<file path="config.mk">
export PLATFORM = sky130hd
export DESIGN_NAME = sram1_lsu
export DESIGN_NICKNAME = d
export VERILOG_FILES = /design/src/rtl/sram1_lsu.sv
export SDC_FILE = /design/constraint.sdc
export NUM_CORES = 1
export LEC_CHECK = 0
export CAP_MARGIN = 10
export CORE_ASPECT_RATIO = 0.5
export CORE_MARGIN = 2
export CORE_UTILIZATION = 30
export DETAILED_ROUTE_END_ITERATION = 10
export PLACE_DENSITY_LB_ADDON = 0.2
export SETUP_SLACK_MARGIN = 0.3
export SLEW_MARGIN = 20
export SYNTH_ARGS = -nofsm -noshare
export SYNTH_HDL_FRONTEND = slang
export SYNTH_SLANG_ARGS = --single-unit
</file>
<file path="constraint.sdc">
create_clock -name clock -period 4.7 [get_ports clock]
set_input_delay 0.47 -clock clock [delete_from_list [all_inputs] [get_ports clock]]
set_output_delay 0.47 -clock clock [all_outputs]
set_load 0.005 [all_outputs]
</file>
<file path="src/rtl/sram1_lsu.sv">
// Load/store initiator for the word-wide sram1 port: range checks, lane extraction
// and read-modify-write for sub-word stores. Optional macro: SRAM1_LSU_MISALIGN_TRAP_EN.
module sram1_lsu #(
    parameter logic [31:0] BASE_ADDR      = 32'h2000_0000,
    parameter logic [31:0] SIZE_BYTES     = 32'h0001_8000,
    parameter int unsigned MEM_RD_LATENCY = 1
) (
    input  logic        clock,
    input  logic        reset,
    input  logic        req_valid,
    output logic        req_ready,
    input  logic        req_write,
    input  logic [1:0]  req_size,
    input  logic        req_signed,
    input  logic [31:0] req_addr,
    input  logic [31:0] req_wdata,
    output logic        resp_valid,
    input  logic        resp_ready,
    output logic [31:0] resp_rdata,
    output logic        resp_fault,
    output logic        mem_read_write,
    output logic [31:0] mem_address,
    output logic [31:0] mem_wdata,
    input  logic [31:0] mem_rdata
);

    localparam int unsigned CNT_W = 2;
    localparam logic [32:0] WIN_LO = {1'b0, BASE_ADDR};
    localparam logic [32:0] WIN_HI = {1'b0, BASE_ADDR} + {1'b0, SIZE_BYTES} - 33'd1;
    localparam logic [CNT_W-1:0] CNT_LAST = CNT_W'(MEM_RD_LATENCY - 1);

    typedef enum logic [2:0] {S_IDLE, S_RD, S_RMW_RD, S_WR, S_RESP} state_t;

    state_t            state, state_n;
    logic [CNT_W-1:0]  cnt, cnt_n;
    logic [1:0]        lane, lane_n;
    logic [1:0]        size, size_n;
    logic              sgn, sgn_n;
    logic [31:0]       wdata, wdata_n;
    logic              req_ready_n, resp_valid_n, resp_fault_n, mem_read_write_n;
    logic [31:0]       resp_rdata_n, mem_address_n, mem_wdata_n;
    logic              req_fault_c;
    logic [32:0]       last_c;

    // Pick the addressed lane out of a memory word and extend it.
    function automatic logic [31:0] extract(input logic [31:0] w, input logic [1:0] a,
                                            input logic [1:0] sz, input logic s);
        logic [7:0]  b;
        logic [15:0] h;
        case (a)
            2'd0:    b = w[7:0];
            2'd1:    b = w[15:8];
            2'd2:    b = w[23:16];
            default: b = w[31:24];
        endcase
        h = a[1] ? w[31:16] : w[15:0];
        case (sz)
            2'd0:    return s ? {{24{b[7]}}, b} : {24'd0, b};
            2'd1:    return s ? {{16{h[15]}}, h} : {16'd0, h};
            default: return w;
        endcase
    endfunction

    // Replace the addressed lane of a memory word with right-aligned store data.
    function automatic logic [31:0] merge(input logic [31:0] w, input logic [1:0] a,
                                          input logic [1:0] sz, input logic [31:0] d);
        if (sz == 2'd0) begin
            case (a)
                2'd0:    return {w[31:8], d[7:0]};
                2'd1:    return {w[31:16], d[7:0], w[7:0]};
                2'd2:    return {w[31:24], d[7:0], w[15:0]};
                default: return {d[7:0], w[23:0]};
            endcase
        end else if (sz == 2'd1) begin
            return a[1] ? {d[15:0], w[15:0]} : {w[31:16], d[15:0]};
        end
        return d;
    endfunction

    // Fault decision on the incoming request; range compare in 33 bits avoids wrap.
    always_comb begin
        last_c      = {1'b0, req_addr};
        req_fault_c = 1'b0;
        case (req_size)
            2'd0:    last_c = {1'b0, req_addr};
            2'd1:    last_c = {1'b0, req_addr} + 33'd1;
            default: last_c = {1'b0, req_addr} + 33'd3;
        endcase
        if ({1'b0, req_addr} < WIN_LO || last_c > WIN_HI || req_size == 2'd3)
            req_fault_c = 1'b1;
`ifdef SRAM1_LSU_MISALIGN_TRAP_EN
        if ((req_size == 2'd1 && req_addr[0]) || (req_size == 2'd2 && req_addr[1:0] != 2'd0))
            req_fault_c = 1'b1;
`endif
    end

    always_ff @(posedge clock or posedge reset) begin
        if (reset) begin
            state          <= S_IDLE;
            cnt            <= '0;
            lane           <= 2'd0;
            size           <= 2'd0;
            sgn            <= 1'b0;
            wdata          <= 32'd0;
            req_ready      <= 1'b0;
            resp_valid     <= 1'b0;
            resp_rdata     <= 32'd0;
            resp_fault     <= 1'b0;
            mem_read_write <= 1'b0;
            mem_address    <= BASE_ADDR;
            mem_wdata      <= 32'd0;
        end else begin
            state          <= state_n;
            cnt            <= cnt_n;
            lane           <= lane_n;
            size           <= size_n;
            sgn            <= sgn_n;
            wdata          <= wdata_n;
            req_ready      <= req_ready_n;
            resp_valid     <= resp_valid_n;
            resp_rdata     <= resp_rdata_n;
            resp_fault     <= resp_fault_n;
            mem_read_write <= mem_read_write_n;
            mem_address    <= mem_address_n;
            mem_wdata      <= mem_wdata_n;
        end
    end

    always_comb begin
        state_n          = state;
        cnt_n            = cnt;
        lane_n           = lane;
        size_n           = size;
        sgn_n            = sgn;
        wdata_n          = wdata;
        resp_valid_n     = resp_valid;
        resp_rdata_n     = resp_rdata;
        resp_fault_n     = resp_fault;
        mem_read_write_n = 1'b0;
        mem_address_n    = mem_address;
        mem_wdata_n      = mem_wdata;
        case (state)
            S_IDLE: begin
                if (req_valid && req_ready) begin
                    lane_n        = req_addr[1:0];
                    size_n        = req_size;
                    sgn_n         = req_signed;
                    wdata_n       = req_wdata;
                    cnt_n         = '0;
                    mem_address_n = {req_addr[31:2], 2'b00};
                    if (req_fault_c) begin
                        state_n       = S_RESP;
                        resp_valid_n  = 1'b1;
                        resp_fault_n  = 1'b1;
                        resp_rdata_n  = 32'd0;
                        mem_address_n = mem_address;
                    end else if (!req_write) begin
                        state_n = S_RD;
                    end else if (req_size == 2'd2) begin
                        state_n          = S_WR;
                        mem_wdata_n      = req_wdata;
                        mem_read_write_n = 1'b1;
                    end else begin
                        state_n = S_RMW_RD;
                    end
                end
            end
            S_RD, S_RMW_RD: begin
                if (cnt == CNT_LAST) begin
                    if (state == S_RD) begin
                        state_n      = S_RESP;
                        resp_valid_n = 1'b1;
                        resp_fault_n = 1'b0;
                        resp_rdata_n = extract(mem_rdata, lane, size, sgn);
                    end else begin
                        state_n          = S_WR;
                        mem_wdata_n      = merge(mem_rdata, lane, size, wdata);
                        mem_read_write_n = 1'b1;
                    end
                end else begin
                    cnt_n = cnt + CNT_W'(1);
                end
            end
            S_WR: begin
                state_n      = S_RESP;
                resp_valid_n = 1'b1;
                resp_fault_n = 1'b0;
                resp_rdata_n = 32'd0;
            end
            S_RESP: begin
                if (resp_ready) begin
                    state_n      = S_IDLE;
                    resp_valid_n = 1'b0;
                end
            end
            default: state_n = S_IDLE;
        endcase
        req_ready_n = (state_n == S_IDLE);
    end

endmodule

</file>
==> results.cfg, run 1 <==
[drt]
drt_iter0_markers = 384
firstDrtPassIters = 5
vias = 6525
drcViolationCount = 0
wl_per_cell_um = 18.3
viasPerCell = 4.97
drtAntennaViolNets = 0
routed_wl_um = 24000

[die]
die_area_um2 = 26900
core_area_um2 = 25100
die_x_um = 230
initial_core_util = 0.304
row_count = 41
ioPinCount = 204
die_h_um = 117

[clock_network]
clk_pin_slew_ps = 60
numCtsBuffers = 17
cts_buffer_depth = 2
cts_tree = yes
clock-sinks = 140
cts_resized = 0
hold_buffers = 0
clk_latency_ps = 440
cts_setup_buffers = 0
root_buffer = clkbuf_16
htree_levels = 4

[place]
dpl.hpwl_um = 17800
place_ws_ps = 391
gp_congestion = 0.854
port_buffers = 201

[job]
maxCapViolCount = 0

[grt]
grt_max_degree = 84
grt_use_total = 0.183
grt_pass1_wl_um = 37600
grt_pass1_vias = 6460
overflow = 0
antenna_found_initial = 0

[critical_path]
endpoint_kind = register
cp-start-kind = input pin
crit_required_ps = 5010
critPathMaxFanout = 25
criticalPathCategory = in2reg
arrival_ps = 4170

[worst_hold_path]
hold_class = reg2reg

[timing]
slew_headroom = 0.306
finalCritPeriodShare = 0.821
setup_slack_ps = 841
drv_slew = 0
setup_viol = 0
skew_ps = 15.3
fmax_mhz = 259
grt_setup_unrepaired = no
tns_ps = 0
min_period_ps = 3860
tightest_slew_ps = 1040
final_hold_viol_count = 0

[yosys]
synthTopCellsByArea = dfrtp_1, mux2_1, mux2_2
ys_warn_count = 0
yosys.cell_count.top_type = dfrtp_1
netlist_area_um2 = 7650
synth_top_area_cell = dfrtp_1
synth.distinct_cells = 61
synth-async-reset-ratio = 1.00
ys.flop_type = dfrtp_1
yosys_register_bits = 140
synth_top_area_frac = 0.454
syn_inst = 773
syn_area_per_cell_um2 = 9.90
yosysSeqAreaShare = 0.458
synth_edf_count = 0
synth_commonest_cells = dfrtp_1, mux2_1, o21ai_0

[power]
p_leak_uw = 0.00464
ir_worst_vdd_mv = 0.241
p_per_area_nw_per_um2 = 542

[layout]
antenna_cells = 0
syn_to_final_growth_pct = 38.3
nNetsFinal = 1063
drive_gt1_frac = 0.110

[outcome]
status = finished, final reports clean
-- worst paths after layout --
path                               startpoint             end  slack (ps)  cells past startpoint
worst max-delay path              req_size[1]  resp_rdata[30]         840                     12
worst min-delay path            mem_wdata[27]   mem_wdata[27]         480                      1
worst max register to register        size[0]  resp_rdata[20]        1480                      5
worst min register to register  mem_wdata[27]   mem_wdata[27]         480                      1
max in group asynchronous               reset         size[1]        3190                      3
min in group asynchronous               reset       req_ready         540                      2
-- flip-flops by register name, indices dropped and copies added, names as in the netlist --
| name | count |
|---|---|
| resp_valid | 1 |
| mem_wdata | 32 |
| lane | 2 |
| cnt | 2 |
| wdata | 32 |
| req_ready | 1 |
| sgn | 1 |
| mem_read_write | 1 |
| resp_rdata | 32 |
| mem_address | 30 |
| resp_fault | 1 |
| size | 2 |
| state | 3 |
-- report_power, final --
group	total (uW)	switching (uW)	internal [uW]
clock	1380	563	814
sequential	2090	444	1640
combinational	2280	1050	1230
-- metal layers --
layer,vias to the layer above,GRT usage,part of all wire
met2,161,0.309,0.49
met5,-,0,0
met3,26,0.0363,0.044
li1,3106,-,-
met1,3232,0.240,0.45
met4,0,0.0602,0.020
-- layout make-up --
class	count	area, um2
Clock inverter	12	135
Fill cell	2503	14500
Sequential cell	140	3510
Clock buffer	20	457
Tap cell	344	430
Timing Repair Buffer	217	2130
Inverter	47	181
Multi-Input combinational cell	533	3750
-- metrics by stage --
stage	util	instances	power, uW	hold WS (ps)	instance area (um2)
2_1_floorplan	-	774	3270	448	7660
3_3_place_gp	0.397	1281	4350	459	9990
3_5_place_dp	0.397	1281	4380	472	9990
4_1_cts	0.421	1313	5790	489	10600
5_1_grt	0.421	1313	6130	503	10600
6_report	0.421	1313	5740	485	10600
-- logic make-up (layout without fill, tap and decap cells) --
| family | count (synthesis) | in the layout | share of synthesized area |
|---|---|---|---|
| multiplexers | 131 | 131 | 0.194 |
| buffers and inverters | 101 | 296 | 0.0561 |
| flip-flops | 140 | 140 | 0.458 |
| adder cells (fa/ha/maj) | 3 | 3 | 0.00588 |
| AO/OA/AOI/OAI | 190 | 190 | 0.153 |
| XOR/XNOR | 3 | 3 | 0.00343 |
| other | 1 | 2 | 0.000490 |
| AND/OR/NAND/NOR | 204 | 204 | 0.129 |
-- layout by cell type (no fill, tap or decap), types with 5 or more instances in the layout --
cell,count
mux2_4,10
inv_1,46
clkdlybuf4s50_1,201
a31oi_1,15
dfrtp_1,138
o22ai_1,10
o2bb2ai_1,7
nor3_1,15
nor2b_1,11
a221oi_1,14
mux2_2,34
nand3_1,12
nand2_1,61
nor2_1,53
and3_1,12
a21oi_1,52
clkbuf_16,17
mux2i_1,21
buf_4,16
inv_6,5
mux2_1,66
o21ai_0,65
nand2b_1,7
nand4_1,6
-- worst max-delay path: stages --
cell	delay (ps)
clkdlybuf4s50_1	410
nand2b_1	200
ha_1	290
a21oi_1	370
nor2_1	130
or4_1	440
a21o_1	220
a2111oi_4	440
a41oi_2	270
a21oi_4	200
buf_4	330
mux2_2	380
No activity file was read; power rests on OpenSTA's default activity.
==> run 2, diff against run 1 <==
==> constraint.sdc (replaced) <==
create_clock -name clock -period 4.01 [get_ports clock]
set_input_delay 0.401 -clock clock [delete_from_list [all_inputs] [get_ports clock]]
set_output_delay 0.401 -clock clock [all_outputs]
set_load 0.005 [all_outputs]
==> results.cfg, run 2 (synthesis results as in run 1) <==
[critical_path]
crit_slowest_cell = a2111oi_4
endpoint_kind = register
critPathMaxFanout = 32
crit_required_ps = 4330
cpPeakStageDelay_ps = 500
cp-start-kind = input pin
path_buf_inv = 2
crit_family = compound AO/OA/AOI/OAI gates
critical_path.cell_chain = clkdlybuf4s50_1 -> nand2b_1 -> ha_1 -> a21oi_1 -> nor2_1 -> or4_1 -> a21o_1 -> a2111oi_4 -> a41oi_4 -> a21oi_4 -> buf_12 -> mux2_1
criticalPathCategory = in2reg
arrival_ps = 3820

[timing]
timing.hold.ws_ps = 342
setup_viol = 0
skew_ps = 10.5
final_hold_viol_count = 0
slew_headroom = 0.511
finalCritPeriodShare = 0.874
drv_slew = 0
tns_ps = 0
grt_setup_unrepaired = no
min_period_ps = 3500
tightest_slew_ps = 715
fmax_mhz = 285

[clock_network]
cts_tree = yes
clock-sinks = 140
numCtsBuffers = 17
hold_buffers = 0
htree_levels = 4
clk_pin_slew_ps = 60
clk_latency_ps = 440
cts_buffer_depth = 2
root_buffer = clkbuf_16

[power]
p_per_area_nw_per_um2 = 624
ir_worst_vdd_mv = 0.272
p_leak_uw = 0.00468
power.total_uw = 6640

[die]
die_x_um = 230
die_h_um = 117
row_count = 41
initial_core_util = 0.304
ioPinCount = 204
die_area_um2 = 26900
core_area_um2 = 25100

[layout]
multi_input_area_um2 = 3760
syn_to_final_growth_pct = 39.2
drive_gt1_frac = 0.108
final_cell_mix = clkdlybuf4s50_1, dfrtp_1, mux2_1
top_regs = mem_wdata (32), resp_rdata (32), wdata (32)
layout_commonest_cell = clkdlybuf4s50_1
n_fill_cell = 2453
seqCellArea_um2 = 3510
nNetsFinal = 1069
antenna_cells = 0

[grt]
overflow = 0
grt_use_total = 0.180
grt_pass1_vias = 6510
antenna_found_initial = 0
grt_max_degree = 70
grt_pass1_wl_um = 36900

[outcome]
status = finished, final reports clean

[drt]
drcViolationCount = 0
viasPerCell = 4.91
wl_per_cell_um = 18.0
wl_met2_um = 11500
firstDrtPassIters = 5
met1Wirelength_um = 10900
drt_iter0_markers = 393
wl_met3_um = 883
routed_wl_um = 23700
vias = 6471
drtAntennaViolNets = 0
highest-signal-layer = met4

[place]
dpl.hpwl_um = 17900
gp_congestion = 0.918
port_buffers = 201

[job]
maxCapViolCount = 0

[worst_hold_path]
hold_class = in2async
## run 2: final timing paths
check	start	endpoint	slack [ps]	cells after the start
min	reset	state[2]	340	2
max reg2reg	lane[0]	mem_wdata[17]	1190	9
max	req_size[1]	resp_rdata[25]	510	12
min reg2reg	resp_rdata[3]	resp_rdata[3]	480	1
max in group asynchronous	reset	size[1]	2830	3
min in group clock	resp_rdata[3]	resp_rdata[3]	480	1
## run 2: layout make-up
class / instances / share of cell area
repair buffers: 223 / 0.209
inverters: 47 / 0.0169
well taps: 344 / 0.0404
clock buffers: 30 / 0.0483
flip-flops and latches: 140 / 0.329
clock inverters: 2 / 0.00329
multi-input cells: 533 / 0.353
## run 2: worst register-to-register path: stages, from the launching register on
cell     delay [ps]
dfrtp_1         800
nor2b_1         390
inv_1           250
o21ai_1         180
buf_4           220
mux2i_1         310
nor2_1           80
a21oi_1         120
o21ai_0          80
mux2_1          290
## run 2: where the power goes
part	switching (uW)	internal, uW	leakage, uW	total, uW
Combinational	1320	1470	0.00264	2790
Sequential	419	1930	0.00177	2350
Clock	589	918	0.000267	1510
Total	2330	4320	0.00468	6640
## run 2: per-stage QoR
stage,util,std cells,worst slack [ps],cell area [um2]
CTS,0.423,1319,516,10600
finish,0.424,1319,505,10700
detailed placement,0.401,1287,55.6,10100
floorplan,-,774,751,7660
global placement,0.401,1287,162,10100
global route,0.424,1319,332,10700
## run 2: layer usage
layer / vias up / global-route usage
met3: 22 / 0.0419
met1: 3170 / 0.232
met2: 138 / 0.302
met5: - / 0
li1: 3141 / -
met4: 0 / 0.0615
## run 2: timing repair
action	CTS	global route
gates resized for setup	0	1
endpoints found under the setup margin	0	24
setup buffers	0	0
==> run 3, diff against run 2 <==
--- a/config.mk
+++ b/config.mk
@@ -7,12 +7,14 @@
 export LEC_CHECK = 0
 export CAP_MARGIN = 10
 export CORE_ASPECT_RATIO = 0.5
-export CORE_MARGIN = 2
+export CORE_MARGIN = 4
 export CORE_UTILIZATION = 30
 export DETAILED_ROUTE_END_ITERATION = 10
+export DONT_BUFFER_PORTS = 1
 export PLACE_DENSITY_LB_ADDON = 0.2
 export SETUP_SLACK_MARGIN = 0.3
 export SLEW_MARGIN = 20
 export SYNTH_ARGS = -nofsm -noshare
 export SYNTH_HDL_FRONTEND = slang
 export SYNTH_SLANG_ARGS = --single-unit
+export TNS_END_PERCENT = 30
==> results.cfg, run 3 (synthesis results as in run 1) <==
[outcome]
status = finished, final reports clean

[drt]
routed_wl_um = 23700
wl_per_cell_um = 21.4
viasPerCell = 5.23
drcViolationCount = 0
drtAntennaViolNets = 0
drt_iter0_markers = 449
vias = 5776
firstDrtPassIters = 5

[timing]
min_period_ps = 3120
tns_ps = 0
skew_ps = 9.44
finalCritPeriodShare = 0.777
setup_viol = 0
tightest_slew_ps = 930
final_hold_viol_count = 0
drv_slew = 0
grt_setup_unrepaired = no
slew_headroom = 0.380
fmax_mhz = 321

[critical_path]
critPathMaxFanout = 32
crit_required_ps = 4320
arrival_ps = 3430
criticalPathCategory = in2reg
endpoint_kind = register
cpPeakStageDelay_ps = 450
critical_path.cell_chain = nand2b_1 -> ha_1 -> a21oi_1 -> nor2_1 -> or4_1 -> a21o_1 -> a2111oi_4 -> a41oi_2 -> a21oi_4 -> buf_12 -> mux2_1
crit_slowest_cell = a2111oi_4
cp-start-kind = input pin

[clock_network]
clk_pin_slew_ps = 60
clk_latency_ps = 440
numCtsBuffers = 17
cts_tree = yes
htree_levels = 4
cts_resized = 0
root_buffer = clkbuf_16
clock-sinks = 140
cts_buffer_depth = 2

[power]
swShare = 0.369
power.total_uw = 6140
pwr-share-comb = 0.320
p_seq_frac = 0.403
p_sw_uw = 2270
p_leak_uw = 0.00391
p_per_area_nw_per_um2 = 711
ir_worst_vdd_mv = 0.311
intPower_uw = 3870
pwr-share-clk = 0.277

[layout]
nNetsFinal = 864
syn_to_final_growth_pct = 12.8
layout_commonest_cell = dfrtp_1
antenna_cells = 0
drive_gt1_frac = 0.137
top_regs = mem_wdata (32), resp_rdata (32), wdata (32)
final_cell_mix = dfrtp_1, mux2_1, o21ai_0
final_cell_area_um2 = 8630

[die]
ioPinCount = 204
die_h_um = 121
core_area_um2 = 24500
die_x_um = 234
row_count = 40
initial_core_util = 0.312
die_area_um2 = 28300

[grt]
grt_pass1_wl_um = 35800
grt_max_degree = 59
grt_pass1_vias = 5736
grt_use_total = 0.169
antenna_found_initial = 0
overflow = 0

[place]
post_dp_cell_area_um2 = 8000
port_buffers = 0
dpl.hpwl_um = 18100
gp_congestion = 0.863

[job]
maxCapViolCount = 0

[worst_hold_path]
hold_class = in2reg
## run 3: worst paths after layout
path                               from              end  slack (ps)  cells past startpoint
setup / recovery            req_size[1]   resp_rdata[24]         890                     11
hold / removal             req_wdata[5]         wdata[5]          80                      2
setup reg to reg                lane[0]    mem_wdata[21]        1320                     10
hold reg to reg                  cnt[1]           cnt[1]         480                      2
max in group asynchronous         reset  mem_address[29]        2780                      3
min in group asynchronous         reset           cnt[0]         420                      2
## run 3: critical path, delay by kind of cell
kind / cells / cell delay [ps]
and+or+nand+nor: 3 / 710
AOI/OAI and AO/OA: 5 / 1460
buffers and inverters: 1 / 210
adders and majority gates: 1 / 270
muxes: 1 / 350
## run 3: final cells by class
cell class / count / area, um2
fill: 2491 / 15900
clock inverter: 10 / 164
tap: 336 / 420
clock buffer: 21 / 460
inverter: 47 / 180
sequential: 140 / 3510
timing repair buffer: 18 / 163
multi-input combinational: 533 / 3740
## run 3: per-layer routing
metal	share of wire	global-route usage
met5	0	0
met3	0.062	0.0537
met1	0.42	0.210
met4	0.030	0.0675
met2	0.49	0.273
## run 3: power groups by stage
stage / Combinational (uW) / Sequential (uW) / Clock [uW]
global placement: 1930 / 2500 / 0
finish: 1970 / 2480 / 1700
global route: 2200 / 2550 / 1810
detailed placement: 1970 / 2510 / 0
floorplan: 1600 / 2230 / 0
CTS: 1970 / 2490 / 1750
## run 3: repair_timing
action,4_1_cts,5_1_grt
setup buffers,0,0
hold endpoints to repair,11,0
hold buffers,1,0
## run 3: per-stage QoR
stage / instances / setup slack [ps] / util / hold slack [ps]
final: 1105 / 894 / 0.352 / 83.0
after global routing: 1105 / 787 / 0.352 / 57.0
after CTS: 1105 / 958 / 0.352 / 50.3
after detailed placement: 1073 / 486 / 0.326 / 264
after global placement: 1073 / 528 / 0.326 / 267
after floorplan: 774 / 751 / - / 448
